## src/rtl/gemm_mac_sched_if.sv

```systemverilog
// Control/handshake bundle between gemm_mac_sched (master) and the GEMM top/datapath (slave).
// Index widths follow the matrix dimensions; the instantiating module must use the same dimensions.
interface gemm_mac_sched_if #(
  parameter int MATRIX_WIDTH  = 4,
  parameter int MATRIX_HEIGHT = 4,
  parameter int MATRIX_ADJUST = 4
);
  localparam int RW = (MATRIX_HEIGHT > 1) ? $clog2(MATRIX_HEIGHT) : 1;
  localparam int CW = (MATRIX_WIDTH  > 1) ? $clog2(MATRIX_WIDTH)  : 1;
  localparam int KW = (MATRIX_ADJUST > 1) ? $clog2(MATRIX_ADJUST) : 1;

  logic          istart;
  logic          iready;
  logic [RW-1:0] orow;
  logic [CW-1:0] ocol;
  logic [KW-1:0] ok;
  logic          omac_valid;
  logic          oacc_clr;
  logic          oscale_valid;
  logic          owb_en;
  logic          obusy;
  logic          odone;
  logic [31:0]   operf_cycles;
  logic [31:0]   operf_stalls;

  modport master (
    input  istart, iready,
    output orow, ocol, ok, omac_valid, oacc_clr, oscale_valid, owb_en,
           obusy, odone, operf_cycles, operf_stalls
  );

  modport slave (
    output istart, iready,
    input  orow, ocol, ok, omac_valid, oacc_clr, oscale_valid, owb_en,
           obusy, odone, operf_cycles, operf_stalls
  );
endinterface

```

## src/rtl/gemm_mac_sched.sv

```systemverilog
// GEMM sequencer: walks (row, col, k) row-major, issues MAC ops under valid/ready, then scale + writeback.
// Optional busy/stall counters are built only when GEMM_SCHED_PERF_EN is defined.
module gemm_mac_sched #(
  parameter int DATA_WIDTH    = 64,
  parameter int MATRIX_WIDTH  = 4,
  parameter int MATRIX_HEIGHT = 4,
  parameter int MATRIX_ADJUST = 4
) (
  input  logic             iclk,
  input  logic             irst,
  gemm_mac_sched_if.master bus
);
  localparam int RW = (MATRIX_HEIGHT > 1) ? $clog2(MATRIX_HEIGHT) : 1;
  localparam int CW = (MATRIX_WIDTH  > 1) ? $clog2(MATRIX_WIDTH)  : 1;
  localparam int KW = (MATRIX_ADJUST > 1) ? $clog2(MATRIX_ADJUST) : 1;

  localparam logic [RW-1:0] ROW_LAST = RW'(MATRIX_HEIGHT - 1);
  localparam logic [CW-1:0] COL_LAST = CW'(MATRIX_WIDTH - 1);
  localparam logic [KW-1:0] K_LAST   = KW'(MATRIX_ADJUST - 1);

  if (DATA_WIDTH < 1 || MATRIX_WIDTH < 1 || MATRIX_HEIGHT < 1 || MATRIX_ADJUST < 1) begin : g_param_check
    $error("gemm_mac_sched: all dimensions and DATA_WIDTH must be >= 1");
  end

  typedef enum logic [2:0] {
    S_IDLE,
    S_MAC,
    S_SCALE,
    S_WB,
    S_DONE
  } state_t;

  state_t        state_reg, state_next;
  logic [RW-1:0] row_reg, row_next;
  logic [CW-1:0] col_reg, col_next;
  logic [KW-1:0] k_reg, k_next;

  logic start_accept;
  logic in_mac;
  logic busy;

  assign start_accept = (state_reg == S_IDLE) && bus.istart;
  assign in_mac       = (state_reg == S_MAC);
  assign busy         = (state_reg == S_MAC) || (state_reg == S_SCALE) || (state_reg == S_WB);

  always_ff @(posedge iclk) begin
    if (irst) begin
      state_reg <= S_IDLE;
      row_reg   <= '0;
      col_reg   <= '0;
      k_reg     <= '0;
    end else begin
      state_reg <= state_next;
      row_reg   <= row_next;
      col_reg   <= col_next;
      k_reg     <= k_next;
    end
  end

  always_comb begin
    state_next = state_reg;
    row_next   = row_reg;
    col_next   = col_reg;
    k_next     = k_reg;
    case (state_reg)
      S_IDLE: begin
        if (start_accept) begin
          state_next = S_MAC;
          row_next   = '0;
          col_next   = '0;
          k_next     = '0;
        end
      end
      S_MAC: begin
        // Without iready everything holds so the offered op stays stable.
        if (bus.iready) begin
          if (k_reg == K_LAST) begin
            state_next = S_SCALE;
          end else begin
            k_next = k_reg + KW'(1);
          end
        end
      end
      S_SCALE: begin
        k_next     = '0;
        state_next = S_WB;
      end
      S_WB: begin
        if (row_reg == ROW_LAST && col_reg == COL_LAST) begin
          state_next = S_DONE;
        end else if (col_reg == COL_LAST) begin
          col_next   = '0;
          row_next   = row_reg + RW'(1);
          state_next = S_MAC;
        end else begin
          col_next   = col_reg + CW'(1);
          state_next = S_MAC;
        end
      end
      S_DONE: begin
        state_next = S_IDLE;
      end
      default: begin
        state_next = S_IDLE;
      end
    endcase
  end

  assign bus.orow         = row_reg;
  assign bus.ocol         = col_reg;
  assign bus.ok           = k_reg;
  assign bus.omac_valid   = in_mac;
  assign bus.oacc_clr     = in_mac && (k_reg == '0);
  assign bus.oscale_valid = (state_reg == S_SCALE);
  assign bus.owb_en       = (state_reg == S_WB);
  assign bus.obusy        = busy;
  assign bus.odone        = (state_reg == S_DONE);

`ifdef GEMM_SCHED_PERF_EN
  // Counter 0: busy cycles, counter 1: MAC cycles stalled by the datapath.
  logic [1:0] perf_inc;
  assign perf_inc[0] = busy;
  assign perf_inc[1] = in_mac && !bus.iready;

  genvar gi;
  for (gi = 0; gi < 2; gi++) begin : g_perf
    logic [31:0] perf_cnt_reg, perf_cnt_next;

    always_comb begin
      perf_cnt_next = perf_cnt_reg;
      if (start_accept) begin
        perf_cnt_next = '0;
      end else if (perf_inc[gi] && (perf_cnt_reg != 32'hFFFF_FFFF)) begin
        perf_cnt_next = perf_cnt_reg + 32'd1;
      end
    end

    always_ff @(posedge iclk) begin
      if (irst) begin
        perf_cnt_reg <= '0;
      end else begin
        perf_cnt_reg <= perf_cnt_next;
      end
    end
  end

  assign bus.operf_cycles = g_perf[0].perf_cnt_reg;
  assign bus.operf_stalls = g_perf[1].perf_cnt_reg;
`else
  assign bus.operf_cycles = '0;
  assign bus.operf_stalls = '0;
`endif

endmodule
```

## src/flat_wrapper.sv

```systemverilog
// flat-port wrapper written by rule: the top's interface ports become plain ports
module gemm_mac_sched_flat 
#(
  parameter int DATA_WIDTH    = 64,
  parameter int MATRIX_WIDTH  = 4,
  parameter int MATRIX_HEIGHT = 4,
  parameter int MATRIX_ADJUST = 4
)
  (iclk, irst, bus_istart, bus_iready, bus_orow, bus_ocol, bus_ok, bus_omac_valid, bus_oacc_clr, bus_oscale_valid, bus_owb_en, bus_obusy, bus_odone, bus_operf_cycles, bus_operf_stalls);
  gemm_mac_sched_if #(.MATRIX_WIDTH(MATRIX_WIDTH), .MATRIX_HEIGHT(MATRIX_HEIGHT), .MATRIX_ADJUST(MATRIX_ADJUST)) bus_i ();
  input  logic iclk;
  input  logic irst;
  input wire logic [$bits(bus_i.istart)-1:0] bus_istart;
  input wire logic [$bits(bus_i.iready)-1:0] bus_iready;
  output wire logic [$bits(bus_i.orow)-1:0] bus_orow;
  output wire logic [$bits(bus_i.ocol)-1:0] bus_ocol;
  output wire logic [$bits(bus_i.ok)-1:0] bus_ok;
  output wire logic [$bits(bus_i.omac_valid)-1:0] bus_omac_valid;
  output wire logic [$bits(bus_i.oacc_clr)-1:0] bus_oacc_clr;
  output wire logic [$bits(bus_i.oscale_valid)-1:0] bus_oscale_valid;
  output wire logic [$bits(bus_i.owb_en)-1:0] bus_owb_en;
  output wire logic [$bits(bus_i.obusy)-1:0] bus_obusy;
  output wire logic [$bits(bus_i.odone)-1:0] bus_odone;
  output wire logic [$bits(bus_i.operf_cycles)-1:0] bus_operf_cycles;
  output wire logic [$bits(bus_i.operf_stalls)-1:0] bus_operf_stalls;
  assign bus_i.istart = bus_istart;
  assign bus_i.iready = bus_iready;
  assign bus_orow = bus_i.orow;
  assign bus_ocol = bus_i.ocol;
  assign bus_ok = bus_i.ok;
  assign bus_omac_valid = bus_i.omac_valid;
  assign bus_oacc_clr = bus_i.oacc_clr;
  assign bus_oscale_valid = bus_i.oscale_valid;
  assign bus_owb_en = bus_i.owb_en;
  assign bus_obusy = bus_i.obusy;
  assign bus_odone = bus_i.odone;
  assign bus_operf_cycles = bus_i.operf_cycles;
  assign bus_operf_stalls = bus_i.operf_stalls;
  gemm_mac_sched #(.DATA_WIDTH(DATA_WIDTH), .MATRIX_WIDTH(MATRIX_WIDTH), .MATRIX_HEIGHT(MATRIX_HEIGHT), .MATRIX_ADJUST(MATRIX_ADJUST)) u_core (.iclk(iclk), .irst(irst), .bus(bus_i));
endmodule
```

## config.mk

```make
export PLATFORM = sky130hd
export DESIGN_NAME = gemm_mac_sched_flat
export DESIGN_NICKNAME = d
export VERILOG_FILES = /design/src/rtl/gemm_mac_sched_if.sv /design/src/rtl/gemm_mac_sched.sv /design/src/flat_wrapper.sv
export SDC_FILE = /design/constraint.sdc
export NUM_CORES = 1
export LEC_CHECK = 0
export CORE_ASPECT_RATIO = 1.4
export CORE_MARGIN = 1.5
export CORE_UTILIZATION = 31
export CTS_CLUSTER_SIZE = 28
export DETAILED_ROUTE_END_ITERATION = 10
export PLACE_DENSITY = 0.77
export SLEW_MARGIN = 30
export SYNTH_ARGS = -nofsm -noshare
export SYNTH_HDL_FRONTEND = slang
export SYNTH_SLANG_ARGS = --single-unit
```

## constraint.sdc

```tcl
create_clock -name iclk -period 1.1 [get_ports iclk]
set_input_delay 0.11 -clock iclk [delete_from_list [all_inputs] [get_ports iclk]]
set_output_delay 0.11 -clock iclk [all_outputs]
set_load 0.1 [all_outputs]
```

After elaboration in Yosys (flattened, before gate mapping):

Index checks and enable logic that the tools add are counted.

* bits in registers: 9
* input port bits: 4
* word-level logic and storage cells: 48

* muxes and demuxes: 15
* add/sub/neg operators: 3
* reduce and logical (&&, ||, !) cells: 13
* equal/unequal tests: 13

Operator list (number)
* $mux 2: 7
* $mux 3: 4
* $pmux 3 s4: 1
* $ne 2x2->1 const B: 4
* $pmux 2 s2: 2
* $reduce_and 4->1: 2
* $add 2x1->2 const B: 3
* $eq 2x2->1 const B: 3
* $eq 3x2->1 const B: 2
* $pmux 2 s3: 1
* $reduce_and 3->1: 2
* $ne 2x1->1 const B: 2
* $eq 3x1->1 const B: 1
* $eq 3x3->1 const B: 1
* $logic_and 1x1->1: 3
* $logic_not 3->1: 1
* $reduce_bool 3->1: 1
* $logic_not 2->1: 1
* $logic_or 1x1->1: 2
* $reduce_bool 2->1: 1

Longest topological paths before layout:

Gate-level depths: netlist of the first run.

* word-level depth: 4
* mapped depth: 5

Least setup slack after synthesis of the first run:

No wires, ideal clock.

* path kind: reg-to-output
* start: register u_core.state_reg[2]
* end: output port bus_odone
* required time: 0.990 ns
* data arrival time: 2.768 ns
* stages on the path, launching flop included: 4
* setup slack: -1.778 ns
* buffers on the path: 1
* cell sequence: dfxtp_1 > clkbuf_1 > inv_1 > nor3_1

* longest elaborated chain between the ends: 1

RTL lines
* start, declared: line gemm_mac_sched.sv:33 `state_t state_reg, state_next;`
* start signal, assigned: line gemm_mac_sched.sv:53 `state_reg <= state_next;`
* $eq 3x3->1: line gemm_mac_sched.sv:117 `assign bus.odone = (state_reg == S_DONE);`
* end, declared: line flat_wrapper.sv:23 `output wire logic [$bits(bus_i.odone)-1:0] bus_odone;`

Every way passes these cells.

Final worst setup path of the first run:

* start: register u_core.state_reg[1]
* end: register u_core.row_reg[1] (netlist: u_core.bus.orow[1])

* longest elaborated chain between the ends: 4
* elaborated cells between the ends (all ways): 9
* those cells by class: 4 x eq/ne; 1 x mux; 4 x reduce/logical

RTL lines
* $logic_not 3->1: line gemm_mac_sched.sv:42, gemm_mac_sched.sv:65
* $logic_and 1x1->1: line gemm_mac_sched.sv:42 `assign start_accept = (state_reg == S_IDLE) && bus.istart;`
* $ne 2x1->1 (no source line)
* $reduce_and 4->1 (no source line)
* end signal, assigned: line gemm_mac_sched.sv:54 `row_reg <= row_next;`
* end, declared: line gemm_mac_sched.sv:34 `logic [RW-1:0] row_reg, row_next;`

Parallel ways exist; a longest one is shown, timed or not.
A chain may end at the register's enable or synchronous reset.

==> results of run 1 <==
## timing repair
action                                  CTS  global route
buffers inserted                          3             1
gates resized for setup                  17             7
pin swaps                                10             6
endpoints found under the setup margin   12            15
## worst max-delay path: stages (launching register included)
cell	delay, ps
dfxtp_4	350
buf_12	130
or3b_4	400
a21oi_4	180
mux2i_1	210
## synth_stat cells, drive strengths merged
cell type	instances
a32oi	1
nand4bb	1
inv	5
nand2b	4
nand2	4
o21ai	1
a211oi	1
and2	2
and3b	1
o211ai	2
mux2i	5
ha	4
or3b	1
nand4b	1
a311oi	1
nor3	2
nor2	4
dfxtp	9
nor3b	2
nand3b	3
nor4	1
buf	67
o21bai	1
a21oi	4
clkbuf	2
conb	1
## how the worst max path moves through the flow
stage	endpoint	slack (ps)	start	depth (start not counted)
after floorplan	bus_oacc_clr	-870	u_core.state_reg[0]$_SDFFE_PP0P_	3
after global placement	u_core.bus.orow[0]$_SDFFE_PP0P_	-340	bus_istart	4
after detailed placement	u_core.bus.orow[1]$_SDFFE_PP0P_	-390	bus_istart	4
after CTS	bus_oacc_clr	-260	u_core.state_reg[1]$_SDFFE_PP0P_	4
after global routing	u_core.bus.orow[1]$_SDFFE_PP0P_	-290	u_core.state_reg[1]$_SDFFE_PP0P_	4
final	u_core.bus.orow[1]$_SDFFE_PP0P_	-250	u_core.state_reg[1]$_SDFFE_PP0P_	4
## through the flow
step | setup TNS, ps | hold WS, ps | std cells | area [µm²]
6_report | -2010 | 585 | 208 | 1540
5_1_grt | -2590 | 624 | 208 | 1540
2_1_floorplan | -4400 | 280 | 193 | 1430
3_3_place_gp | -1450 | 566 | 200 | 1370
4_1_cts | -2020 | 586 | 207 | 1510
3_5_place_dp | -1650 | 589 | 200 | 1370
## per-layer routing
layer	GRT usage	share of wire	vias up
met5	0	0	-
li1	-	-	371
met2	0.182	0.56	56
met4	0.0513	0.016	0
met3	0.0288	0.094	4
met1	0.0995	0.33	355
## logic make-up after synthesis
logic type | after synthesis
buffers and inverters | 74
and+or+nand+nor | 26
AOI/OAI and AO/OA | 11
DFF | 9
muxes | 5
adders and majority gates | 4
other | 1
## where the power goes
part | leakage (µW) | switching (µW) | internal [µW]
clock | 0.0000228 | 127 | 252
sequential | 0.0000796 | 9.03 | 318
combinational | 0.000598 | 1110 | 137
## layout make-up
type                    instances  area, µm²
repair buffers                 40        504
fillers                       298       1810
inverters                       5       18.8
multi-input cells             110        711
well taps                      40       50.0
clock buffers                   4       45.0
flip-flops and latches          9        211
==> results_dict.tcl, run 1 <==
set metrics [dict create \
    status "finished, violations left" \
    violations "setup timing" \
    finalSetupViolCount 13 \
    maxSlewViolCount 0 \
    yosysTopAreaCellShare 0.464 \
    dpl.hpwl_um 1460 \
    drt_pass1_iterations 4 \
    grt_pass1_vias 659 \
    finalHoldViolCount 0 \
    gp_congestion 0.755 \
    reg2reg_depth 4 \
    regToRegStartpoint "u_core.state_reg[1]$_SDFFE_PP0P_" \
    clk_latency_ps 230 \
    synthSimpleGateAreaFrac 0.156 \
    drv_cap 0 \
    ys_seq_elements 9 \
    die_w_um 52.6 \
    final_nets 177 \
    dr.first_iter.drc_count 11 \
    drt-total-wl_um 1860 \
    core_area_um2 3350 \
    r2r_slack_ps -250 \
    critical_path_class "flop to flop" \
    synth_xor_area_frac 0 \
    antennaDiodeCount 0 \
    route.detailed.drc 0 \
    cts-root-buf "clkbuf_8" \
    crit_required_ps 1240 \
    dieHeight_um 72.4 \
    hold_depth 2 \
    ctsHoldBuffers 0 \
    cts_buffers 3 \
    hold_class "flop to flop" \
    netlist_instances 130 \
    ys_seq_area_frac 0.169 \
    synth_mux_area_frac 0.0469 \
    r2r-end "u_core.bus.orow[1]$_SDFFE_PP0P_" \
    grt_overflow 0 \
    cts-htree-levels 1 \
    layout_min_cycle_time_ps 1350 \
    num_vias 786 \
    period_share 1.23 \
    synthAdderAreaFrac 0.0469 \
    syn_area_per_cell_um2 8.21 \
    path_clk_slew_ps 50 \
    min-delay-start "u_core.state_reg[2]$_SDFFE_PP0P_" \
    grt_usage 0.100 \
    critPathMaxFanout 5 \
    vias_per_cell 3.78 \
    synth_area_leaders "buf_4 (46%), dfxtp_1 (17%), ha_1 (4.7%), mux2i_1 (4.7%), nand2b_1 (2.3%)" \
    grt_antenna_before_repair 0 \
    clock.fmax_mhz 741 \
    start_kind "flop" \
    leakagePower_uw 0.000701 \
    clock_sink_count 9 \
    synth.cell_area_um2 1070 \
    layout_commonest_cell "conb_1" \
    end_kind "flop" \
    routedWlPerCell_um 8.94 \
    io_buffer_count 15 \
    synth_top_family_by_area "buffers and inverters" \
    largest_reg_flops 3 \
    grt_pass1_wl_um 2820 \
    setup_ws_ps -249 \
    final_core_util 0.460 \
    yosysWarnings 0 \
    io_pins 80 \
    ir_drop_v 0.000642 \
    mostFrequentLayoutCells "conb_1 (64), buf_4 (15), buf_12 (13), buf_6 (9), dfxtp_4 (8)" \
    grt_setup_unrepaired "true" \
    core.rowCount 25 \
    ant_nets 0 \
    total_power_uw 1950 \
    ys_types 29 \
    dp_worst_setup_slack_ps -391 \
    die_area_um2 3810 \
    cts_tree "done" \
    grt_max_degree 14 \
    synthToLayoutAreaGrowth_pct 44.3 \
    synth_top_cell_by_area "buf_4" \
    drive_gt1_frac 0.423 \
    initial_utilization 0.319 \
    synth_compound_area_frac 0.0785 \
    skew_ps 3.46 \
    cellPowerDensity_nw_per_um2 1270 \
    cts_buffer_depth 2 \
    cp.arrival_ps 1490 \
    min_to "u_core.state_reg[2]$_SDFFE_PP0P_" \
]
No activity file was read; power rests on OpenSTA's default activity.
==> run 2, diff against run 1 <==
SKIP_CTS_REPAIR_TIMING = 1   (was unset)
==> run 2 against run 1 <==
  * The run still ends with setup timing left
  * Critical path type is now flop to output port
  * Combinational power is essentially flat
  * Wire length down 3.1%
  * Final area shrank 0.89%
  * Critical endpoint is now bus_oacc_clr
  * First-iteration DRC count shrank 18%
  * Largest cell class unchanged
  * Global-route usage is 0.91 points lower
  * Non-clock buffer count rose by 2
  * Largest power group unchanged
  * Register-to-register slack gained 90 ps
==> results_dict.tcl, run 2 (synthesis results as in run 1) <==
set metrics [dict create \
    status "finished, violations left" \
    violations "setup timing" \
    cts-root-buf "clkbuf_8" \
    critical_path_class "flop to output port" \
    critPathMaxFanout 7 \
    drt-total-wl_um 1800 \
    io_pins 80 \
    fillers 304 \
    hold_class "flop to flop" \
    gp_congestion 0.755 \
    synthToLayoutAreaGrowth_pct 43.0 \
    ant_nets 0 \
    antennaDiodeCount 0 \
    cp.arrival_ps 1240 \
    cts-htree-levels 1 \
    clock_sink_count 9 \
    leakagePower_uw 0.000717 \
    ir_drop_v 0.000633 \
    final_core_util 0.456 \
    die_w_um 52.6 \
    finalHoldViolCount 0 \
    drt_pass1_iterations 4 \
    core_area_um2 3350 \
    grt_usage 0.0911 \
    num_vias 791 \
    layout_min_cycle_time_ps 1350 \
    finalSetupViolCount 13 \
    grt_pass1_wl_um 2570 \
    dr.first_iter.drc_count 9 \
    r2r_slack_ps -160 \
    cellPowerDensity_nw_per_um2 1280 \
    drv_cap 0 \
    start_kind "flop" \
    cts_tree "done" \
    dpl.hpwl_um 1460 \
    die_area_um2 3810 \
    route.detailed.drc 0 \
    initial_utilization 0.319 \
    vias_per_cell 3.77 \
    setup_ws_ps -254 \
    end_kind "output port" \
    clock.fmax_mhz 739 \
    skew_ps 5.15 \
    mostFrequentLayoutCells "conb_1 (64), buf_4 (18), buf_12 (12), buf_6 (9), dfxtp_4 (8)" \
    fin_setup_tns_ps -1870 \
    path_clk_slew_ps 50 \
    largest_reg_flops 3 \
    grt_setup_unrepaired "true" \
    final_nets 179 \
    layout_commonest_cell "conb_1" \
    drive_gt1_frac 0.406 \
    grt_antenna_before_repair 0 \
    dp_worst_setup_slack_ps -391 \
    routedWlPerCell_um 8.58 \
    core.rowCount 25 \
    maxSlewViolCount 0 \
    dieHeight_um 72.4 \
    period_share 1.23 \
    grt_overflow 0 \
    io_buffer_count 15 \
    grt_pass1_vias 632 \
    crit_required_ps 990 \
    grt_max_degree 14 \
    clk_latency_ps 230 \
    holdWs_ps 599 \
    cts_buffer_depth 2 \
    cts_buffers 3 \
]
run 2: cell types whose count changed in the layout (fill, tap and decap cells not counted), sizes merged:
cell,delta
buf,+2
run 2: stage by stage:
| stage | area, µm² | power (µW) | instances |
|---|---|---|---|
| after floorplan | 1430 | 1630 | 193 |
| after global placement | 1370 | 1550 | 200 |
| after detailed placement | 1370 | 1560 | 200 |
| after CTS | 1410 | 1930 | 204 |
| after global routing | 1530 | 2010 | 210 |
| final | 1530 | 1950 | 210 |
run 2: area by class of cell:
type | count | area [µm²] | share of cell area
repair buffers | 42 | 507 | 0.332
well taps | 40 | 50.0 | 0.0328
inverters | 5 | 18.8 | 0.0123
multi-input cells | 110 | 694 | 0.455
flip-flops and latches | 9 | 211 | 0.139
clock buffers | 4 | 45.0 | 0.0295
run 2: layer usage:
layer / global-route usage / part of all wire / up-vias
met5: 0 / 0 / -
met4: 0.0513 / 0.016 / 0
met3: 0.0288 / 0.092 / 4
met2: 0.164 / 0.56 / 52
met1: 0.0883 / 0.33 / 361
li1: - / - / 374
run 2: final timing paths:
path / to / depth (start not counted) / startpoint
worst max-delay path: bus_oacc_clr / 4 / u_core.state_reg[1]$_SDFFE_PP0P_
worst min-delay path: u_core.bus.ocol[0]$_SDFFE_PP0P_ / 2 / u_core.bus.ocol[0]$_SDFFE_PP0P_
worst max register to register: u_core.bus.orow[1]$_SDFFE_PP0P_ / 3 / u_core.state_reg[0]$_SDFFE_PP0P_
worst min register to register: u_core.bus.ocol[0]$_SDFFE_PP0P_ / 2 / u_core.bus.ocol[0]$_SDFFE_PP0P_
run 2: power breakdown:
group,leakage (µW),total [µW],switching (µW),internal [µW]
clock network,0.0000228,383,131,253
logic,0.000615,1240,1100,133
registers,0.0000796,328,10.2,318
run 2: worst max-delay path, cell delays in order (launching register included):
cell	delay (ps)
dfxtp_4	360
buf_6	120
nor3b_4	190
and2_4	170
buf_12	160
